--- src/rtl/sdio_blkseq.sv ---
// sdio_blkseq: host-side SDIO block-transfer sequencer.
//
// Takes one read/write request (start block, block count), issues
// CMD17/18/24/25 to the command engine, gates the RX/TX data engines one block
// at a time, waits out DAT0 busy after written blocks and closes multi-block
// transfers with CMD12. Holds no data itself.
//
// Parameters:
//   OPT_HCS    1: argument is the block number; 0: argument is the byte address
//   LGTIMEOUT  log2 of the clocks allowed for a reply, block or busy phase
// Optional feature macro:
//   SDIO_BLKSEQ_TIMEOUT_EN  defined: phase timeout counter and error code 4
//                           undefined: every phase waits indefinitely
// Ports:
//   i_clk, i_reset_n           clock, asynchronous active-low reset
//   i_req/i_write/i_addr/i_nblocks   request (taken only when idle)
//   o_busy/o_done/o_err/o_errcode    status; o_done is a one-cycle strobe
//   o_cmd_stb/o_cmd/o_cmd_arg, i_cmd_ack/i_cmd_done/i_cmd_err   command engine
//   o_rx_en/o_tx_en, i_blk_done/i_blk_err   data engines
//   i_dat0                     synchronized DAT0, low while the card is busy
// Error codes: 0 ok, 1 zero count, 2 command, 3 block, 4 timeout, 5 stop.
module sdio_blkseq #(
  parameter bit          OPT_HCS   = 1'b1,
  parameter int unsigned LGTIMEOUT = 20
) (
  input  logic        i_clk,
  input  logic        i_reset_n,
  input  logic        i_req,
  input  logic        i_write,
  input  logic [31:0] i_addr,
  input  logic [15:0] i_nblocks,
  output logic        o_busy,
  output logic        o_done,
  output logic        o_err,
  output logic [2:0]  o_errcode,
  output logic        o_cmd_stb,
  output logic [5:0]  o_cmd,
  output logic [31:0] o_cmd_arg,
  input  logic        i_cmd_ack,
  input  logic        i_cmd_done,
  input  logic        i_cmd_err,
  output logic        o_rx_en,
  output logic        o_tx_en,
  input  logic        i_blk_done,
  input  logic        i_blk_err,
  input  logic        i_dat0
);

  typedef enum logic [3:0] {
    StIdle, StCmd, StReply, StData, StWbusy, StStop, StStopReply, StSbusy, StDone
  } state_e;

  localparam logic [2:0] ErrNone    = 3'd0;
  localparam logic [2:0] ErrZero    = 3'd1;
  localparam logic [2:0] ErrCmd     = 3'd2;
  localparam logic [2:0] ErrBlk     = 3'd3;
  localparam logic [2:0] ErrTimeout = 3'd4;
  localparam logic [2:0] ErrStop    = 3'd5;

  state_e      state_q, state_d;
  logic        write_q, write_d;
  logic        multi_q, multi_d;
  logic [15:0] cnt_q, cnt_d;
  logic [5:0]  cmd_q, cmd_d;
  logic [31:0] arg_q, arg_d;
  logic [2:0]  code_q, code_d;
  logic        gap_q, gap_d;        // enable dropped for the cycle after a block
  logic        hi_q, hi_d;          // DAT0 was high last cycle in a busy state
  logic        pend_q, pend_d;      // read block finished before the reply
  logic        pend_err_q, pend_err_d;

  logic        blk_ev, blk_err_ev, tmo_sat;

  // Timeout counter restarts on every state change and on every finished block.
`ifdef SDIO_BLKSEQ_TIMEOUT_EN
  logic [LGTIMEOUT-1:0] tmo_q, tmo_d;

  assign tmo_sat = &tmo_q;

  always_comb begin
    tmo_d = tmo_sat ? tmo_q : tmo_q + 1'b1;
    if ((state_d != state_q) || i_blk_done) begin
      tmo_d = '0;
    end
  end

  always_ff @(posedge i_clk or negedge i_reset_n) begin
    if (!i_reset_n) begin
      tmo_q <= '0;
    end else begin
      tmo_q <= tmo_d;
    end
  end
`else
  logic [LGTIMEOUT-1:0] unused_tmo;
  assign unused_tmo = '0;
  assign tmo_sat    = 1'b0;
`endif

  // A block completed while the read command was still in flight is replayed
  // in the first DATA cycle.
  assign blk_ev     = i_blk_done || pend_q;
  assign blk_err_ev = pend_q ? pend_err_q : i_blk_err;

  always_comb begin
    state_d    = state_q;
    write_d    = write_q;
    multi_d    = multi_q;
    cnt_d      = cnt_q;
    cmd_d      = cmd_q;
    arg_d      = arg_q;
    code_d     = code_q;
    gap_d      = 1'b0;
    hi_d       = 1'b0;
    pend_d     = pend_q;
    pend_err_d = pend_err_q;

    unique case (state_q)
      StIdle: begin
        if (i_req) begin
          if (i_nblocks == 16'd0) begin
            code_d  = ErrZero;
            state_d = StDone;
          end else begin
            write_d = i_write;
            multi_d = (i_nblocks != 16'd1);
            cnt_d   = i_nblocks;
            code_d  = ErrNone;
            pend_d  = 1'b0;
            if (i_nblocks == 16'd1) begin
              cmd_d = i_write ? 6'd24 : 6'd17;
            end else begin
              cmd_d = i_write ? 6'd25 : 6'd18;
            end
            arg_d   = OPT_HCS ? i_addr : {i_addr[22:0], 9'h000};
            state_d = StCmd;
          end
        end
      end

      StCmd: begin
        if (!write_q && i_blk_done) begin
          pend_d     = 1'b1;
          pend_err_d = i_blk_err;
        end
        if (i_cmd_ack) begin
          state_d = StReply;
        end
      end

      StReply: begin
        if (!write_q && i_blk_done) begin
          pend_d     = 1'b1;
          pend_err_d = i_blk_err;
        end
        if (i_cmd_done) begin
          if (i_cmd_err) begin
            code_d  = ErrCmd;
            state_d = StDone;
          end else begin
            state_d = StData;
          end
        end else if (tmo_sat && !i_blk_done) begin
          // The command never completed, so there is nothing to stop.
          code_d  = ErrTimeout;
          state_d = StDone;
        end
      end

      StData: begin
        if (blk_ev) begin
          gap_d  = 1'b1;
          pend_d = 1'b0;
          if (blk_err_ev) begin
            code_d  = ErrBlk;
            state_d = multi_q ? StStop : StDone;
          end else begin
            cnt_d = cnt_q - 16'd1;
            if (cnt_q == 16'd1) begin
              if (multi_q) begin
                state_d = StStop;
              end else begin
                state_d = write_q ? StWbusy : StDone;
              end
            end else if (write_q) begin
              state_d = StWbusy;
            end
          end
        end else if (tmo_sat) begin
          code_d  = ErrTimeout;
          state_d = multi_q ? StStop : StDone;
        end
      end

      StWbusy: begin
        hi_d = i_dat0;
        if (hi_q && i_dat0) begin
          state_d = (cnt_q == 16'd0) ? StDone : StData;
        end else if (tmo_sat && !i_blk_done) begin
          code_d  = ErrTimeout;
          state_d = multi_q ? StStop : StDone;
        end
      end

      StStop: begin
        if (i_cmd_ack) begin
          state_d = StStopReply;
        end
      end

      StStopReply: begin
        if (i_cmd_done) begin
          if (i_cmd_err) begin
            // An earlier failure is the more useful cause to report.
            if (code_q == ErrNone) begin
              code_d = ErrStop;
            end
            state_d = StDone;
          end else begin
            state_d = StSbusy;
          end
        end
      end

      StSbusy: begin
        hi_d = i_dat0;
        if (hi_q && i_dat0) begin
          state_d = StDone;
        end
      end

      StDone: begin
        state_d = StIdle;
      end

      default: begin
        state_d = StIdle;
      end
    endcase

    if ((state_d == StStop) && (state_q != StStop)) begin
      cmd_d = 6'd12;
      arg_d = 32'h0;
    end
  end

  always_ff @(posedge i_clk or negedge i_reset_n) begin
    if (!i_reset_n) begin
      state_q    <= StIdle;
      write_q    <= 1'b0;
      multi_q    <= 1'b0;
      cnt_q      <= 16'd0;
      cmd_q      <= 6'd0;
      arg_q      <= 32'h0;
      code_q     <= ErrNone;
      gap_q      <= 1'b0;
      hi_q       <= 1'b0;
      pend_q     <= 1'b0;
      pend_err_q <= 1'b0;
    end else begin
      state_q    <= state_d;
      write_q    <= write_d;
      multi_q    <= multi_d;
      cnt_q      <= cnt_d;
      cmd_q      <= cmd_d;
      arg_q      <= arg_d;
      code_q     <= code_d;
      gap_q      <= gap_d;
      hi_q       <= hi_d;
      pend_q     <= pend_d;
      pend_err_q <= pend_err_d;
    end
  end

  always_comb begin
    o_busy    = (state_q != StIdle) && (state_q != StDone);
    o_done    = (state_q == StDone);
    o_err     = (state_q == StDone) && (code_q != ErrNone);
    o_errcode = code_q;
    o_cmd_stb = (state_q == StCmd) || (state_q == StStop);
    o_cmd     = cmd_q;
    o_cmd_arg = arg_q;
    // Reads open the RX engine while the command is out: data can beat the reply.
    o_rx_en   = !write_q && !gap_q &&
                ((state_q == StCmd) || (state_q == StReply) || (state_q == StData));
    o_tx_en   = write_q && !gap_q && (state_q == StData);
  end

endmodule

--- config.mk ---
export PLATFORM = sky130hd
export DESIGN_NAME = sdio_blkseq
export DESIGN_NICKNAME = d
export VERILOG_FILES = /design/src/rtl/sdio_blkseq.sv
export SDC_FILE = /design/constraint.sdc
export NUM_CORES = 1
export LEC_CHECK = 0
export CORE_UTILIZATION = 63
export DETAILED_ROUTE_END_ITERATION = 6
export DONT_BUFFER_PORTS = 1
export PLACE_DENSITY_LB_ADDON = 0.2
export SYNTH_ARGS = -nofsm -noshare
export SYNTH_HDL_FRONTEND = slang
export SYNTH_SLANG_ARGS = --single-unit
--- constraint.sdc ---
create_clock -name i_clk -period 2.62 [get_ports i_clk]
set_input_delay 0.524 -clock i_clk [delete_from_list [all_inputs] [get_ports i_clk]]
set_output_delay 0.524 -clock i_clk [all_outputs]
set_load 0.01 [all_outputs]
### After elaboration in Yosys (flattened, before gate mapping)

Index checks and enable logic that the tools add are counted.

| word-level totals | value |
|---|---|
| register bits after elaboration | 67 |
| input port bits | 58 |
| output and inout port bits | 47 |
| logic and storage cells | 127 |

| operators by class | value |
|---|---|
| bitwise logic cells | 1 |
| eq/ne operators | 26 |
| $add $sub $neg | 1 |
| mux-type cells | 54 |
| reductions and logical operators | 34 |

Operator list:

| kind | count |
|---|---|
| two-way mux 32 bit | 4 |
| two-way mux 4 bit | 21 |
| two-way mux 16 bit | 4 |
| equality test 16 x 1 -> 1 bit, second input constant | 2 |
| zero test 16 bit | 2 |
| one-hot mux 16 bit (2 select lines) | 1 |
| one-hot mux 4 bit (8 select lines) | 1 |
| two-way mux 3 bit | 8 |
| two-way mux 6 bit | 4 |
| equality test 4 x 3 -> 1 bit, second input constant | 5 |
| inequality test 2 bit, second input constant | 10 |
| inequality test 16 x 1 -> 1 bit, second input constant | 1 |
| subtractor 16 x 1 -> 16 bit, second input constant | 1 |
| one-hot mux 3 bit (4 select lines) | 1 |
| AND reduction 5 bit | 2 |
| logical AND 1 bit | 9 |
| two-way mux 1 bit | 9 |
| AND reduction 9 bit | 1 |
| equality test 4 x 2 -> 1 bit, second input constant | 2 |
| nonzero test 4 bit | 2 |
| AND reduction 3 bit | 2 |
| nonzero test 2 bit | 3 |
| nonzero test 3 bit | 2 |
| equality test 4 x 1 -> 1 bit, second input constant | 1 |
| 12 further kinds | 18 |

### Longest topological paths before layout

| logic depth | value |
|---|---|
| word-level depth | 10 |
| mapped depth | 9 |
| gate-level depth less buffers | 7 |

### Least setup slack after synthesis

No wires, ideal clock.

| timing | value |
|---|---|
| path kind | reg2reg |
| from | reg cnt_q[7] |
| to | reg arg_q[13], in the netlist o_cmd_arg[13] |
| clock period less this slack | 2156 ps |
| buffers on the path | 3 |
| slack | 464 ps |
| stages on the path, launching flop included | 9 |
| required time | 2494 ps |
| setup time | 126 ps |
| arrival time | 2030 ps |
| path through | dfrtp_1 -> or4_1 -> buf_2 -> nor4_4 -> a41o_1 -> and3_4 -> buf_6 -> buf_8 -> o21ai_0 |

| between the ends | value |
|---|---|
| cells in the longest elaborated chain, start to end | 9 |
| elaborated cells on any way between the ends | 15 |
| those cells by class | eq/ne: 3; mux: 7; reduce/logical: 5 |

Ends and longest elaborated chain:

| item | RTL line | source |
|---|---|---|
| from (decl) | 63 | `logic [15:0] cnt_q, cnt_d;` |
| from (signal assigned) | 264 | `cnt_q <= cnt_d;` |
| equality test 16 x 1 -> 1 bit | 179 | `if (cnt_q == 16'd1) begin` |
| two-way mux 4 bit | 179 |  |
| two-way mux 4 bit | 174 | `if (blk_err_ev) begin` |
| two-way mux 4 bit | 171 | `if (blk_ev) begin` |
| one-hot mux 4 bit (8 select lines) (*) | 118 | `unique case (state_q)` |
| equality test 4 x 3 -> 1 bit (*) | 241 | `if ((state_d == StStop) && (state_q != StStop)) begin` |
| logical AND 1 bit (*) | 241 |  |
| inequality test 2 x 1 -> 1 bit (no source line) or nonzero test 2 bit (tied branches) | -- |  |
| AND reduction 3 bit (no source line) | -- |  |
| to (signal assigned) | 266 | `arg_q <= arg_d;` |
| to (decl) | 65 | `logic [31:0] arg_q, arg_d;` |

Every way passes the cells marked *; elsewhere a longest branch is shown, timed or not.
A chain may end at the register's enable or synchronous reset.

### Worst setup path after layout

| timing | value |
|---|---|
| from | reg state_q[2] |
| to | reg cnt_q[7] |

| between the ends | value |
|---|---|
| cells in the longest elaborated chain, start to end | 3 |
| elaborated cells on any way between the ends | 9 |
| those cells by class | eq/ne: 5; mux: 1; reduce/logical: 3 |

Ends and longest elaborated chain:

| item | RTL line | source |
|---|---|---|
| from (decl) | 60 | `state_e state_q, state_d;` |
| from (signal assigned) | 249 | `state_q <= StIdle;` |
| from (signal assigned) | 261 | `state_q <= state_d;` |
| equality test 4 x 2 -> 1 bit or zero test 4 bit (tied branches) | 118 |  |
| inequality test 2 bit (no source line) or nonzero test 2 bit (tied branches) | -- |  |
| AND reduction 5 bit (no source line) | -- |  |

Parallel ways exist; a longest one is shown, timed or not.

==> impl_results.md <==
* Status: completed
* Placement row count at 26
* R2R cell count at 6
* Register area at 1652 µm²
* P&R area growth vs syn at 9.166%
* RSZ-0062 raised after global routing: false
* Mean Syn Cell Area at 8.650 µm²
* Worst-path clk slew at 80 ps
* Vias post-DR at 3109
* Min Hold Slack at 48.92 ps
* H-tree depth at 3
* Maxcap violations at 0
* CTS Buf Count at 9
* CP arrival at 2620 ps
* Clock skew at 11.18 ps
* Cells after synthesis at 404
* Initial core utilization at 66.72%
* Slowest CP cell: nor4bb_2
* Top post-synthesis cells by area: dfrtp_1, nand2_1, o21ai_0
* Cell Pwr Density at 1218 nW/µm²
* HPWL Detailed at 5815 µm
* Leakage at 1.629 nW
* Reg2reg start: state_q[2]$_DFF_PN0_
* Slew headroom at 57.95%
* Final Power at 4.647 mW
* CTS tree: yes
* Register bit total from synthesis at 66
* IO Port Bufs at 0
* First-pass GRT wire length at 14300 µm
* Final ANT Viol Nets at 0
* Total nets after synthesis at 466
* Post_cts resized at 0
* Pins Over Slew Limit at 0
* Initial antenna violation count at 0
* Core Area at 5238 µm²
* CTS Buffer Depth at 2
* Fmax at 0.4138 GHz
* Die area at 5849 µm²
* Critical path, cell by cell: nor4bb_2, a22oi_1, or2_0, buf_4, o31ai_1, o21ai_0
* Root buf cell: clkbuf_8
* Yosys top cell area share at 47.26%
* Clock sink count at 66
* Vias in the first global route at 3014
* Fill cells at 383
* Number of flops mapped to enable cells by yosys at 0
* R2R Path End: cnt_q[7]$_DFFE_PN0P_
* Startpoint types: flip-flop
* First-pass DRT Iterations at 5
* Post-synth ARST share at 100.0%
* Largest net degree at the start of global routing at 67
* Post-Syn Area at 3495 µm²
* Reg2reg setup slack at 200 ps
* Fin Setup TNS at 0 ps
* Critical path endpoint category: flip-flop
* Gr usage total at 30.99%
* Final period util at 92.24%
* Critical Path Fanout Max at 12
* Routability cong. at 0.8979
* DIE WIDTH at 76.48 µm
* Skew-Pair Late Insertion Delay at 340 ps
* Worst vdd ir at 0.0007922 V
* Multi-input gate area at 1670 µm²
* Total congestion overflow at 0
* Residual DRC at 0
* CP Data Required Time at 2830 ps
* Io pins at 105
* Antenna Cells at 0
* Layout cells sized above 1 at 11.08%
* Routed len/inst at 18.09 µm
* Initial drt markers at 402
* Vias per std cell at 6.532
* Least-Margin Pin Slew at 621.9 ps
* Critical path type: reg2reg
* Die Y at 76.48 µm
* Synth warn at 0
* Routed WL at 8613 µm
* Largest area contributor in the netlist: dfrtp_1
* Final setup vio count at 0
* Nets at 463
* Seq/Total Area, Yosys at 47.26%
* Min Tclk post-route at 2417 ps
* Top_reg_cell synth: dfrtp_1
* Final Hold Viols at 0
* CP max stage delay at 540 ps
* Min-Delay Path Class: in2async
* Unique cell type count in the Yosys netlist at 57
final cells by class:
class                   count  area share (%)
well taps                  70           2.296
clock buffers              10           3.608
clock inverters             6           2.361
repair buffers             15           3.477
inverters                  12           1.181
multi-input cells         297           43.78
flip-flops and latches     66           43.29
critical path: cells and delay by family, from the launching register on:
kind / cells / cell delay, ps
AND/OR/NAND/NOR: 2 / 930
AO/OA/AOI/OAI: 3 / 590
flip-flops: 1 / 520
buffers and inverters: 1 / 250
routing by layer:
metal  up-vias  share of wire (%)  track usage (%)
met5         -                  0                0
met4         0                2.3            15.00
met3        29                 11            9.341
met2       226                 46            46.40
met1      1428                 41            41.06
li1       1426                  -                -
kinds of logic after synthesis:
| family | share of synthesized area (%) |
|---|---|
| adder cells (fa/ha/maj) | 1.432 |
| other | 0.1073 |
| multiplexers | 2.542 |
| flip-flops | 47.26 |
| AO/OA/AOI/OAI | 19.15 |
| buffers and inverters | 5.227 |
| AND/OR/NAND/NOR | 24.27 |
cells in the mapped netlist (4+ instances only):
cell type and n:
inv_1 12, o21ai_0 48, a21oi_1 13, a2bb2oi_1 4, or4_1 4, nor2_1 26
nor4_1 9, a22oi_1 6, ha_1 4, o31ai_1 6, dfrtp_1 66, o22ai_1 4
nand2_1 91, nor3_1 13, nand3_1 5, mux2_2 7, o32ai_1 4, clkbuf_1 21
layout by cell type, fill, tap and decap left out, drive strengths merged, types with 7 or more instances in the layout:
master and n:
nor4 11, nor3 13, buf 15, dfrtp 66, o21ai 48, nand2 91, nor2 27, a21oi 13
mux2 7, clkbuf 10, inv 12
power by group:
| group | internal (mW) | switching [mW] |
|---|---|---|
| Combinational | 0.660 | 0.961 |
| Clock | 0.563 | 0.408 |
| Sequential | 1.48 | 0.570 |
metrics by stage:
stage	setup slack, ps	cell area [µm²]	util, %	std cells
2_1_floorplan	463.7	3495	-	404
3_3_place_gp	374.2	3560	67.96	459
3_5_place_dp	283.0	3560	67.96	459
4_1_cts	229.1	3815	72.84	476
5_1_grt	78.18	3815	72.84	476
6_report	203.2	3815	72.84	476
how the worst max path moves through the flow:
| stage | from | endpoint | slack (ps) | cells past startpoint |
|---|---|---|---|---|
| 2_1_floorplan | cnt_q[7]$_DFFE_PN0P_ | o_cmd_arg[13]$_DFFE_PN0P_ | 460 | 8 |
| 4_1_cts | state_q[0]$_DFF_PN0_ | o_err | 230 | 4 |
| 3_3_place_gp | cnt_q[6]$_DFFE_PN0P_ | o_cmd_arg[22]$_DFFE_PN0P_ | 370 | 5 |
| 6_report | state_q[2]$_DFF_PN0_ | cnt_q[7]$_DFFE_PN0P_ | 200 | 6 |
| 3_5_place_dp | cnt_q[6]$_DFFE_PN0P_ | o_cmd_arg[26]$_DFFE_PN0P_ | 280 | 5 |
| 5_1_grt | state_q[2]$_DFF_PN0_ | cnt_q[7]$_DFFE_PN0P_ | 80 | 6 |
sequential cells by signal, summed over array words and instances (netlist names), 3 cells and up:
name       count
o_cmd          5
o_errcode      3
o_cmd_arg     32
state_q        4
cnt_q         16
what timing repair did:
item,4_1_cts,5_1_grt
setup endpoints to repair,0,0
buffers inserted,0,0
endpoints found under the hold margin,66,0
hold buffers,1,0
Note: power is estimated with default switching activity, not from simulation.
